[config.mk]
export PLATFORM = sky130hd
export DESIGN_NAME = bsg_manycore_xlate_arbiter
export DESIGN_NICKNAME = d
export VERILOG_FILES = /design/src/rtl/bsg_manycore_xlate_arbiter.sv
export SDC_FILE = /design/constraint.sdc
export NUM_CORES = 1
export LEC_CHECK = 0
export CAP_MARGIN = 20
export CORE_MARGIN = 4
export CORE_UTILIZATION = 38
export CTS_CLUSTER_DIAMETER = 30
export CTS_CLUSTER_SIZE = 20
export DETAILED_ROUTE_END_ITERATION = 10
export PLACE_DENSITY = 0.85
export SYNTH_ARGS = -nofsm -noshare
export SYNTH_HDL_FRONTEND = slang
export SYNTH_SLANG_ARGS = --single-unit
[constraint.sdc]
create_clock -name clk_i -period 2.64 [get_ports clk_i]
set_input_delay 0.528 -clock clk_i [delete_from_list [all_inputs] [get_ports clk_i]]
set_output_delay 0.528 -clock clk_i [all_outputs]
set_load 0.02 [all_outputs]
[src/rtl/bsg_manycore_xlate_arbiter.sv]
// Round-robin arbiter sharing one combinational EVA-to-NPA translator among requesters,
// with a one-entry output register and sticky first-fault capture. Optional fault counter: BSG_MANYCORE_XLATE_FAULT_CNT_EN.
module bsg_manycore_xlate_arbiter #(
    parameter int num_req_p      = 2,
    parameter int data_width_p   = 32,
    parameter int addr_width_p   = 28,
    parameter int x_cord_width_p = 7,
    parameter int y_cord_width_p = 7
) (
    input  logic                              clk_i,
    input  logic                              reset_i,
`ifdef BSG_MANYCORE_XLATE_FAULT_CNT_EN
    output logic [15:0]                       fault_count_o,
`endif
    input  logic [num_req_p-1:0]              req_v_i,
    input  logic [num_req_p*data_width_p-1:0] req_eva_i,
    output logic [num_req_p-1:0]              req_yumi_o,

    output logic [data_width_p-1:0]           xlate_eva_o,
    input  logic [x_cord_width_p-1:0]         xlate_x_cord_i,
    input  logic [y_cord_width_p-1:0]         xlate_y_cord_i,
    input  logic [addr_width_p-1:0]           xlate_epa_i,
    input  logic                              xlate_invalid_i,

    output logic                              v_o,
    output logic [x_cord_width_p-1:0]         x_cord_o,
    output logic [y_cord_width_p-1:0]         y_cord_o,
    output logic [addr_width_p-1:0]           epa_o,
    output logic [$clog2(num_req_p)-1:0]      id_o,
    input  logic                              ready_i,

    output logic                              fault_o,
    output logic [data_width_p-1:0]           fault_eva_o,
    output logic [$clog2(num_req_p)-1:0]      fault_id_o,
    input  logic                              fault_clear_i
);

    localparam int id_width_lp = $clog2(num_req_p);

    logic [data_width_p-1:0]   eva_a [num_req_p];
    logic [id_width_lp-1:0]    last_grant_q;
    logic [id_width_lp-1:0]    grant_id;
    logic                      grant_v;
    logic                      slot_v;

    logic                      v_q;
    logic [x_cord_width_p-1:0] x_q;
    logic [y_cord_width_p-1:0] y_q;
    logic [addr_width_p-1:0]   epa_q;
    logic [id_width_lp-1:0]    id_q;

    logic                      fault_q;
    logic [data_width_p-1:0]   fault_eva_q;
    logic [id_width_lp-1:0]    fault_id_q;
    logic                      fault_set;

    for (genvar g = 0; g < num_req_p; g++) begin : g_unpack
        assign eva_a[g] = req_eva_i[g*data_width_p +: data_width_p];
    end

    assign slot_v = ~v_q | ready_i;

    // Search starts one past the last winner so every requester gets a turn.
    always_comb begin
        logic [id_width_lp-1:0] cand;
        cand     = '0;
        grant_v  = 1'b0;
        grant_id = '0;
        for (int i = 1; i <= num_req_p; i++) begin
            cand = id_width_lp'((int'(last_grant_q) + i) % num_req_p);
            if (!grant_v && req_v_i[cand]) begin
                grant_v  = 1'b1;
                grant_id = cand;
            end
        end
        if (reset_i || !slot_v) begin
            grant_v  = 1'b0;
            grant_id = '0;
        end
    end

    assign req_yumi_o  = grant_v ? ({{(num_req_p-1){1'b0}}, 1'b1} << grant_id) : '0;
    assign xlate_eva_o = eva_a[grant_id];

    // A new fault may overwrite the capture only when none is held or it is being cleared now.
    assign fault_set = grant_v & xlate_invalid_i & (~fault_q | fault_clear_i);

    always_ff @(posedge clk_i) begin
        if (reset_i) begin
            last_grant_q <= id_width_lp'(num_req_p - 1);
            v_q          <= 1'b0;
            x_q          <= '0;
            y_q          <= '0;
            epa_q        <= '0;
            id_q         <= '0;
            fault_q      <= 1'b0;
            fault_eva_q  <= '0;
            fault_id_q   <= '0;
        end else begin
            if (grant_v) begin
                last_grant_q <= grant_id;
            end
            if (grant_v && !xlate_invalid_i) begin
                v_q   <= 1'b1;
                x_q   <= xlate_x_cord_i;
                y_q   <= xlate_y_cord_i;
                epa_q <= xlate_epa_i;
                id_q  <= grant_id;
            end else if (ready_i) begin
                v_q <= 1'b0;
            end
            if (fault_set) begin
                fault_q     <= 1'b1;
                fault_eva_q <= xlate_eva_o;
                fault_id_q  <= grant_id;
            end else if (fault_clear_i) begin
                fault_q <= 1'b0;
            end
        end
    end

`ifdef BSG_MANYCORE_XLATE_FAULT_CNT_EN
    logic [15:0] fault_cnt_q;
    logic [15:0] fault_cnt_d;

    assign fault_cnt_d = (grant_v && xlate_invalid_i && fault_cnt_q != 16'hFFFF)
                         ? fault_cnt_q + 16'd1 : fault_cnt_q;

    always_ff @(posedge clk_i) begin
        if (reset_i) begin
            fault_cnt_q <= '0;
        end else begin
            fault_cnt_q <= fault_cnt_d;
        end
    end

    assign fault_count_o = fault_cnt_q;
`endif

    assign v_o         = v_q;
    assign x_cord_o    = x_q;
    assign y_cord_o    = y_q;
    assign epa_o       = epa_q;
    assign id_o        = id_q;
    assign fault_o     = fault_q;
    assign fault_eva_o = fault_eva_q;
    assign fault_id_o  = fault_id_q;

endmodule

==> results of run 1 <==
==> tightest hold or removal path, cell delays in order (launching register included) <==
cell and delay [ns]:
dfxtp_1 0.31, nand2_1 0.05, a21oi_1 0.05
==> per-layer routing <==
metal  up-vias  wire (um)
li1       1954          -
met1      1801       4530
met2       174       6430
met3        31       1270
met4         0        421
met5         -          0
==> registers in the layout (all words and copies together), names as in the netlist <==
name          flops
fault_eva_o      32
epa_o            28
id_o              1
fault_id_o        1
x_cord_o          7
y_cord_o          7
v_o               1
last_grant_q      1
fault_o           1
==> power groups by stage <==
stage	registers, mW	clock network, mW	logic, mW
after floorplan	1.39	0	0.289
after global placement	1.31	0	0.866
after detailed placement	1.32	0	0.883
after CTS	1.29	0.910	0.867
after global routing	1.30	0.957	0.898
final	1.29	0.892	0.842
==> cell families after synthesis <==
logic type / Yosys count / synth area share (%)
buf+inv: 33 / 5.29
flops: 79 / 47.4
simple gates: 227 / 27.5
mux: 1 / 0.300
compound gates: 79 / 19.5
==> area by class of cell <==
type | instances | area [um2]
Clock buffer | 10 | 138
Fill cell | 618 | 2180
Sequential cell | 79 | 1580
Timing Repair Buffer | 298 | 2690
Multi-Input combinational cell | 307 | 1590
Inverter | 2 | 7.51
Tap cell | 105 | 131
Clock inverter | 5 | 58.8
==> cells in the final DEF (no fill, tap or decap), drive strengths merged, types with 2 or more instances in the layout <==
cell type	instances
dfxtp	79
nand3	2
a21oi	44
buf	79
clkinvlp	2
clkinv	2
nor2	35
clkdlybuf4s50	189
dlygate4sd2	2
a311oi	32
nand2	181
clkbuf	38
nand2b	3
inv	2
==> repair_timing <==
item | 4_1_cts | 5_1_grt
endpoints found under the setup margin | 32 | 30
pin swaps | 0 | 0
gates cloned | 0 | 0
resized for setup | 58 | 37
buffers inserted | 0 | 0
hold endpoints to repair | 0 | 0
==> worst max path at each step <==
stage                     slack, ns               to  cells after the start       start
after CTS                     0.003  xlate_eva_o[11]                      8  req_v_i[1]
after global routing           0.02  xlate_eva_o[21]                      8  req_v_i[1]
after detailed placement      -0.28  xlate_eva_o[21]                      8  req_v_i[1]
after floorplan                0.60   xlate_eva_o[4]                      7     reset_i
after global placement        -0.23  xlate_eva_o[12]                      8  req_v_i[1]
final                          0.10    req_yumi_o[0]                      6  req_v_i[0]
==> stage by stage <==
step | util, % | cells | worst slack [ns] | instance area [um2]
6_report | 73.9 | 806 | 0.102 | 6200
3_5_place_dp | 73.3 | 791 | -0.281 | 6150
5_1_grt | 73.9 | 806 | 0.0237 | 6200
4_1_cts | 75.7 | 806 | 0.00319 | 6340
2_1_floorplan | - | 419 | 0.604 | 3330
3_3_place_gp | 73.3 | 791 | -0.229 | 6150
==> results.md, run 1 <==
* Average wire per standard cell at 15.7 um
* Critical Path RT at about 2.1 ns
* Skew-Pair Late Insertion Delay at 0.34 ns
* Cells after synthesis at 419
* CTS Buf Count at 9
* Crit path buf inv count at 3
* DP Wirelength at between 10000 and 15000 um
* Port Buffers at 224
* GP Congestion at a little under 0.9
* Drt first pass iters at 4
* TritonCTS clock tree: done
* Worst clock skew at between 0.01 and 0.015 ns
* GR peak layer: met2
* Critical R2R Launch: v_o$_SDFFE_PP0P_
* EDFF count, synth at 0
* Comb power frac at between 20% and 30%
* Core area at ~8400 um2
* CTS H-Tree Depth at 3
* Max Freq at 394 MHz
* Sw Share at 29.0%
* Cell Area, Synth at 3330 um2
* VDD IR-drop max at about 0.24 mV
* Crit path DAT at 2.01 ns
* R2r endpoint: fault_eva_o[13]$_SDFFE_PP0P_
* Worst-margin pin slew at between 0.5 and 0.6 ns
* Pin count of the biggest net entering global routing at 46
* Crit. End Element: primary output
* Hold crit path type: register to register
* Final wirelength at ~13000 um
* RSZ-0062 raised after global routing: false
* Die Width at 102 um
* Die Ht at 102 um
* Hold Fails Final Rpt at 0
* Final period utilization at 96.1%
* Tmin final at 2.54 ns
* Met3 usage in global routing at 9.57%
* Final setup fails at 0
* Yosys warns at 0
* Net Sw Power at 0.878 mW
* Main synth FF type: dfxtp_1
* Largest stage delay, worst path at roughly 0.53 ns
* Most common library cells after synthesis: nand2_1, dfxtp_1, a21oi_1, nor2_1, a311oi_2
* Initial antenna violation count at 0
* Root Buffer: clkbuf_8
* Synth async-reset ratio at 0%
* GRT Total Usage at a little under a quarter
* Tot Pwr at about 3.0 mW
* Static leakage at between 2 and 3 nW
* 1st-iter DRT viols at 101
* Die area at 10300 um2
* Max-Cap Viols at 0
* Rel. slew slack at 62.4%
* Fin nets at 810
* Top cell type's share of synthesized area at 47.4%
* Met1 Use GR at 22.6%
* Fin Hold WS at ~0.46 ns
* Hold path endpoint: epa_o[12]$_SDFFE_PP0P_
* Status: finished clean
* Total grt overflow at 0
* Syn Nets at 532
* Worst-path fanout max at 2
* Internal at 2.15 mW
* Clock sink total at 79
* Remaining DRCs at 0
* Row cnt at 33
* Global-route wire length before repair at ~19000 um
* Vias/cell at approximately 5
* Slowest CP cell: clkdlybuf4s50_1
* Slew Viols, Final at 0
* Worst-path clk slew at 0.08 ns
* #FFs+latches synth at 79
* Seq pwr share at between 40% and 50%
* Synth cell types at 27
* Area leader, netlist: dfxtp_1
* Hold_buf cts at 0
* Vias in the first global route at 4106
* HP Start: epa_o[12]$_SDFFE_PP0P_
* Power per cell area at 488 nW/um2
* Diodes inserted at 0
* Layout area overhead at 85.9%
* Critical Path, Cell by Cell: clkdlybuf4s50_1, buf_4, nor2_2, or3_1, nor2_1, dlygate4sd2_1
* Count leader, synth: nand2_1
* Detail Route Antenna Nets at 0
* I/O pin total at 225
* Routing usage on met2 at 45.2%
* Vias at a little under 4k
* Post-synthesis sequential area ratio at 47.4%
* Top post-synthesis cells by area: dfxtp_1, nand2_1, a311oi_2, a21oi_1, nor2_1
* Hold-critical path depth at 2
* R2R depth at 6
* Clock share of power at a little under 30%
* Critical path's top delay family: buffers and inverters
* Mean post-synth cell area at 7.96 um2
* Starting density of the core at 39.8%
* CP Class: input pin to primary output
* Crit path launch type: input pin
* R2R Setup Slk at 0.89 ns
* Clock buffer depth at 2
* Sum of negative setup slack at 0 ns
* Ratio of cells with drive above 1 in the final layout at 21.3%
No activity file was read; power rests on OpenSTA's default activity.
==> run 2, diff against run 1 <==
CELL_PAD_IN_SITES_DETAIL_PLACEMENT = 1   (was not set)
CELL_PAD_IN_SITES_GLOBAL_PLACEMENT = 1   (was not set)
CORE_UTILIZATION = 26   (was 38)
PLACE_DENSITY = not set   (was 0.85)
PLACE_DENSITY_LB_ADDON = 0.1   (was not set)
==> results.md, run 2 (same netlist as run 1, synthesis figures left out) <==
* Sum of negative setup slack at 0 ns (unchanged)
* CTS Buf Count at 9 (unchanged)
* GRT Total Usage at 17.5% (-6.4 points)
* Dpl cells at 860 (+8.7%)
* Hold crit path type: register to register
* Commonest cells after routing, fill and taps aside: clkdlybuf4s50_1, nand2_1, dfxtp_1
* Post-layout util at 51.7% (-22 points)
* I/O pin total at 225 (unchanged)
* Hold Fails Final Rpt at 0 (unchanged)
* Max Freq at 395 MHz (+0.16%)
* Power per cell area at 532 nW/um2 (+8.9%)
* Post-CTS setup buffers at 0 (unchanged)
* Die area at 14700 um2 (+42%)
* Tmin final at 2.53 ns (-0.00394 ns)
* Die Width at 121 um (+19%)
* Status: finished clean
* Most common cell after layout, fill and taps aside: clkdlybuf4s50_1
* Remaining DRCs at 0 (unchanged)
* Clock buffer depth at 2 (unchanged)
* Initial antenna violation count at 0 (unchanged)
* Slowest CP cell: clkdlybuf4s50_1
* Critical Path RT at 2.11 ns (about the same)
* CP Class: input pin to primary output
* Critical path's top delay family: buffers and inverters
* Die Ht at 121 um (+19%)
* Rel. slew slack at 57.9% (-4.5 points)
* Ratio of cells with drive above 1 in the final layout at 21.8% (+0.59 points)
* Static leakage at 2.59 nW (+3.2%)
* RSZ-0062 raised after global routing: false
* Fin nets at 813 (+0.37%)
* VDD IR-drop max at 0.287 mV (+21%)
* Vias at 3928 (-0.81%)
* Crit path DAT at 2.01 ns (about the same)
* Largest stage delay, worst path at 0.48 ns (-0.05 ns)
* TritonCTS clock tree: done
* Crit path buf inv count at 4 (+1)
* Final period utilization at 96.0% (-0.15 points)
* Max reg flops at 32 (unchanged)
* Final setup fails at 0 (unchanged)
* GP Congestion at 0.768 (-13%)
* Final wirelength at 13300 um (+4.9%)
* Skew-Pair Late Insertion Delay at 0.33 ns (about the same)
* Port Buffers at 224 (unchanged)
* Average wire per standard cell at 15.1 um (-3.6%)
* CTS H-Tree Depth at 3 (unchanged)
* Row cnt at 41 (+24%)
* Pin count of the biggest net entering global routing at 66 (+43%)
* Crit path launch type: input pin
* Critical Path, Cell by Cell: clkdlybuf4s50_1, a21boi_4, nand3_4, inv_4, buf_4, nand2_1, nand2_1, clkdlybuf4s15_2
* Worst-path fanout max at 7 (+5)
* Vias in the first global route at 4074 (-0.78%)
* Vias/cell at 4.48 (-8.8%)
* Cell mode on critical path: nand2_1
* Tot Pwr at 3.46 mW (+14%)
* Drt first pass iters at 4 (unchanged)
* Worst clock skew at 0.00737 ns (-0.00444 ns)
* Clock sink total at 79 (unchanged)
* Final non-filler cell total at 877 (+8.8%)
* Slew Viols, Final at 0 (unchanged)
* Max-Cap Viols at 0 (unchanged)
* DP Wirelength at 9940 um (-1.2%)
* Diodes inserted at 0 (unchanged)
* Detail Route Antenna Nets at 0 (unchanged)
* Worst-margin pin slew at 0.632 ns (+0.0670 ns)
* Total grt overflow at 0 (unchanged)
* 1st-iter DRT viols at 132 (+31%)
* Crit. End Element: primary output
* Root Buffer: clkbuf_16
* Layout area overhead at 95.0%
* Global-route wire length before repair at 20400 um (+5.3%)
* Worst-path clk slew at 0.06 ns (-0.02 ns)
* Starting density of the core at 26.5% (-13 points)
* Core area at 12600 um2 (+50%)
* Hold_buf cts at 0 (unchanged)
[run 2: changes by cell type in the layout (fill, tap and decap cells not counted), sizes merged]
cell,delta
clkbuf,-26
buf,+19
clkdlybuf4s15,+10
bufinv,+1
clkdlybuf4s18,+1
clkdlybuf4s50,-1
dlygate4sd2,-1
dlymetal6s2s,+1
[run 2: tightest hold or removal path: stages, from the launching register on]
cell and delay, ns:
dfxtp_1 0.30, nand2_1 0.05, a21oi_1 0.05
[run 2: final timing paths]
kind                               start                            to  slack, ns  cells past startpoint
setup / recovery              req_v_i[0]               xlate_eva_o[25]       0.11                      8
hold / removal    epa_o[22]$_SDFFE_PP0P_        epa_o[22]$_SDFFE_PP0P_       0.45                      2
setup reg to reg        v_o$_SDFFE_PP0P_  fault_eva_o[11]$_SDFFE_PP0P_       0.89                      6
hold reg to reg   epa_o[22]$_SDFFE_PP0P_        epa_o[22]$_SDFFE_PP0P_       0.45                      2
[run 2: report_power, final]
group          internal (mW)  switching, mW  leakage (nW)
clock                  0.825          0.485         0.148
sequential              1.26         0.0329         0.646
combinational          0.447          0.410          1.79
[run 2: repair_timing]
item / 4_1_cts / 5_1_grt
cloned: 0 / 1
resized for setup: 110 / 19
pin swaps: 0 / 1
setup endpoints to repair: 34 / 27
[run 2: per-layer routing]
metal	wire length, um	track usage [%]	up-vias	part of all wire [%]
met5	0	0	-	0
met4	174	5.60	0	1.3
met3	1450	8.02	13	11
met2	6570	30.9	148	50
met1	5060	18.6	1813	38
li1	-	-	1954	-
[run 2: area by class of cell]
cell class	instances	area, um2
Fill cell	1509	6060
Timing Repair Buffer	301	2780
Multi-Input combinational cell	307	1600
Sequential cell	79	1580
Clock buffer	10	229
Tap cell	172	215
Clock inverter	6	85.1
Inverter	2	10.0
[run 2: per-stage QoR]
step	cell area (um2)	hold slack, ns	setup slack, ns
5_1_grt	6500	0.470	0.00821
4_1_cts	6530	0.456	0.000935
2_1_floorplan	3330	0.457	0.604
6_report	6500	0.453	0.106
3_3_place_gp	6240	0.440	-0.338
3_5_place_dp	6240	0.448	-0.392
==> run 3, diff against run 2 <==
GPL_ROUTABILITY_DRIVEN = 1   (was not set)
PLACE_DENSITY = 0.84   (was not set)
PLACE_DENSITY_LB_ADDON = not set   (was 0.1)
==> results.md, run 3 (same netlist as run 1, synthesis figures left out) <==
* Status: finished clean
* Vias in the first global route at 4560 (+12%)
* Layout area overhead at 97.3%
* Worst-path fanout max at 15 (+8)
* Worst-margin pin slew at 0.585 ns (-0.0468 ns)
* Clock share of power at 36.7% (-1.2 points)
* Critical Path RT at 2.11 ns (about the same)
* Internal at 2.46 mW (-2.8%)
* Sw Share at 28.4% (+1.6 points)
* Vias at 4082 (+3.9%)
* Max-Cap Viols at 0 (unchanged)
* Crit path buf inv count at 5 (+1)
* Vias/cell at 4.62 (+3.1%)
* Critical path's top delay family: buffers and inverters
* Ratio of cells with drive above 1 in the final layout at 21.6% (-0.21 points)
* CTS Buf Count at 9 (unchanged)
* Hold_buf cts at 0 (unchanged)
* Static leakage at 2.64 nW (+2.0%)
* TritonCTS clock tree: done
* Average wire per standard cell at 16.2 um (+7.3%)
* Commonest cells after routing, fill and taps aside: clkdlybuf4s50_1, nand2_1, buf_4
* Pin count of the biggest net entering global routing at 47 (-29%)
* Final period utilization at 97.0% (+1.1 points)
* DP Wirelength at 11300 um (+14%)
* Fin Hold WS at 0.455 ns (+0.00163 ns)
* Skew-Pair Late Insertion Delay at 0.33 ns (about the same)
* GP Congestion at 0.787 (+2.5%)
* Total grt overflow at 0 (unchanged)
* Fin nets at 820 (+0.86%)
* Place WS at -0.356 ns (+0.0357 ns)
* Hold crit path type: register to register
* CTS H-Tree Depth at 3 (unchanged)
* Die Width at 121 um (unchanged)
* Tot Pwr at 3.44 mW (-0.60%)
* Comb power frac at 25.7% (+0.9 points)
* Crit. End Element: primary output
* Crit path DAT at 2.03 ns (+0.02 ns)
* Final wirelength at 14400 um (+8.2%)
* Largest stage delay, worst path at 0.48 ns (about the same)
* Rel. slew slack at 61.0% (+3.1 points)
* Most common cell after layout, fill and taps aside: clkdlybuf4s50_1
* Final setup fails at 0 (unchanged)
* Fillers at 1467 (-2.8%)
* Max reg flops at 32 (unchanged)
* Post-layout util at 52.4% (+0.61 points)
* Starting density of the core at 26.5% (unchanged)
* Seq pwr share at 37.6% (+0.3 points)
* Port Buffers at 224 (unchanged)
* CP Class: input pin to primary output
* Slowest CP cell: clkdlybuf4s50_1
* Final instance area at 6580 um2 (+1.2%)
* Row cnt at 41 (unchanged)
* Die area at 14700 um2 (unchanged)
* Hold Fails Final Rpt at 0 (unchanged)
* Worst-path clk slew at 0.06 ns (about the same)
* Core area at 12600 um2 (unchanged)
* Initial antenna violation count at 0 (unchanged)
* Power per cell area at 522 nW/um2 (-1.8%)
* Clock buffer depth at 2 (unchanged)
* Clock sink total at 79 (unchanged)
* I/O pin total at 225 (unchanged)
* Worst clock skew at 0.00684 ns (-0.000526 ns)
* VDD IR-drop max at 0.258 mV (-10%)
* Net Sw Power at 0.978 mW (+5.4%)
* Detail Route Antenna Nets at 0 (unchanged)
* Die Ht at 121 um (unchanged)
* Tmin final at 2.56 ns (+0.0277 ns)
* Max Freq at 390 MHz (-1.1%)
* GRT Total Usage at 19.5% (+1.9 points)
* Root Buffer: clkbuf_16
* Drt first pass iters at 4 (unchanged)
* Critical Path, Cell by Cell: clkdlybuf4s50_1, nand2b_4, nand3_4, inv_4, buf_12, buf_12, nand2_1, nand2_1, clkdlybuf4s15_1
* Global-route wire length before repair at 22800 um (+12%)
* Final worst slack at 0.0785 ns (-0.0277 ns)
* Remaining DRCs at 0 (unchanged)
* Placed Instance Area at 6310 um2 (+1.1%)
* Diodes inserted at 0 (unchanged)
* Crit path launch type: input pin
* 1st-iter DRT viols at 186 (+41%)
* Slew Viols, Final at 0 (unchanged)
## run 3: cell count changes in the layout (fill, tap and decap cells not counted), moves of 2 or more
| cell | delta |
|---|---|
| buf_12 | +3 |
| buf_2 | -11 |
| buf_4 | +7 |
| clkbuf_2 | +9 |
| clkdlybuf4s15_1 | +4 |
| clkdlybuf4s15_2 | -10 |
| clkinv_2 | -2 |
| clkinv_4 | +2 |
| dlygate4sd2_1 | +7 |
| inv_6 | +2 |
## run 3: what timing repair did
action / 4_1_cts / 5_1_grt
resized for setup: 85 / 28
endpoints found under the hold margin: 0 / 0
pin swaps: 1 / 1
gates cloned: 1 / 0
endpoints found under the setup margin: 34 / 30
setup buffers: 1 / 0
## run 3: cell type report
type	count	area, um2	area share, %
clock buffer	9	225	3.42
clock inverter	7	80.1	1.22
inverter	2	10.0	0.152
multi-input combinational	307	1610	24.5
sequential	79	1580	24.0
tap	172	215	3.27
timing repair buffer	308	2860	43.4
## run 3: per-stage QoR
step | TNS [ns] | std cells
global placement | -9.12 | 866
CTS | -0.0140 | 884
detailed placement | -10.51 | 866
floorplan | 0 | 419
global route | -0.0198 | 884
finish | 0 | 884
## run 3: power groups by stage
stage | clock [mW] | combinational [mW] | sequential, mW
global route | 1.36 | 0.947 | 1.30
CTS | 1.30 | 0.894 | 1.29
floorplan | 0 | 0.289 | 1.39
detailed placement | 0 | 0.912 | 1.32
finish | 1.26 | 0.884 | 1.29
global placement | 0 | 0.884 | 1.31
## run 3: final timing paths
| kind | start | end | slack [ns] | cells past startpoint |
|---|---|---|---|---|
| hold reg to reg | y_cord_o[3]$_SDFFE_PP0P_ | y_cord_o[3]$_SDFFE_PP0P_ | 0.46 | 2 |
| setup / recovery | ready_i | xlate_eva_o[4] | 0.08 | 9 |
| setup reg to reg | v_o$_SDFFE_PP0P_ | fault_eva_o[30]$_SDFFE_PP0P_ | 0.80 | 6 |
| hold / removal | y_cord_o[3]$_SDFFE_PP0P_ | y_cord_o[3]$_SDFFE_PP0P_ | 0.46 | 2 |
## run 3: worst reg2reg max path, cell delays in order, from the launching register on
cell      delay (ns)
dfxtp_1         0.35
nor2b_4         0.14
buf_4           0.15
nor4b_4         0.43
buf_12          0.27
nor2_1          0.11
a311oi_1        0.28
## run 3: routing by layer
| metal | vias to the layer above | wire length [um] | track usage [%] |
|---|---|---|---|
| met5 | - | 0 | 0 |
| met3 | 21 | 1490 | 7.93 |
| met4 | 0 | 272 | 6.02 |
| li1 | 1973 | - | - |
| met2 | 177 | 7400 | 36.1 |
| met1 | 1911 | 5190 | 19.8 |
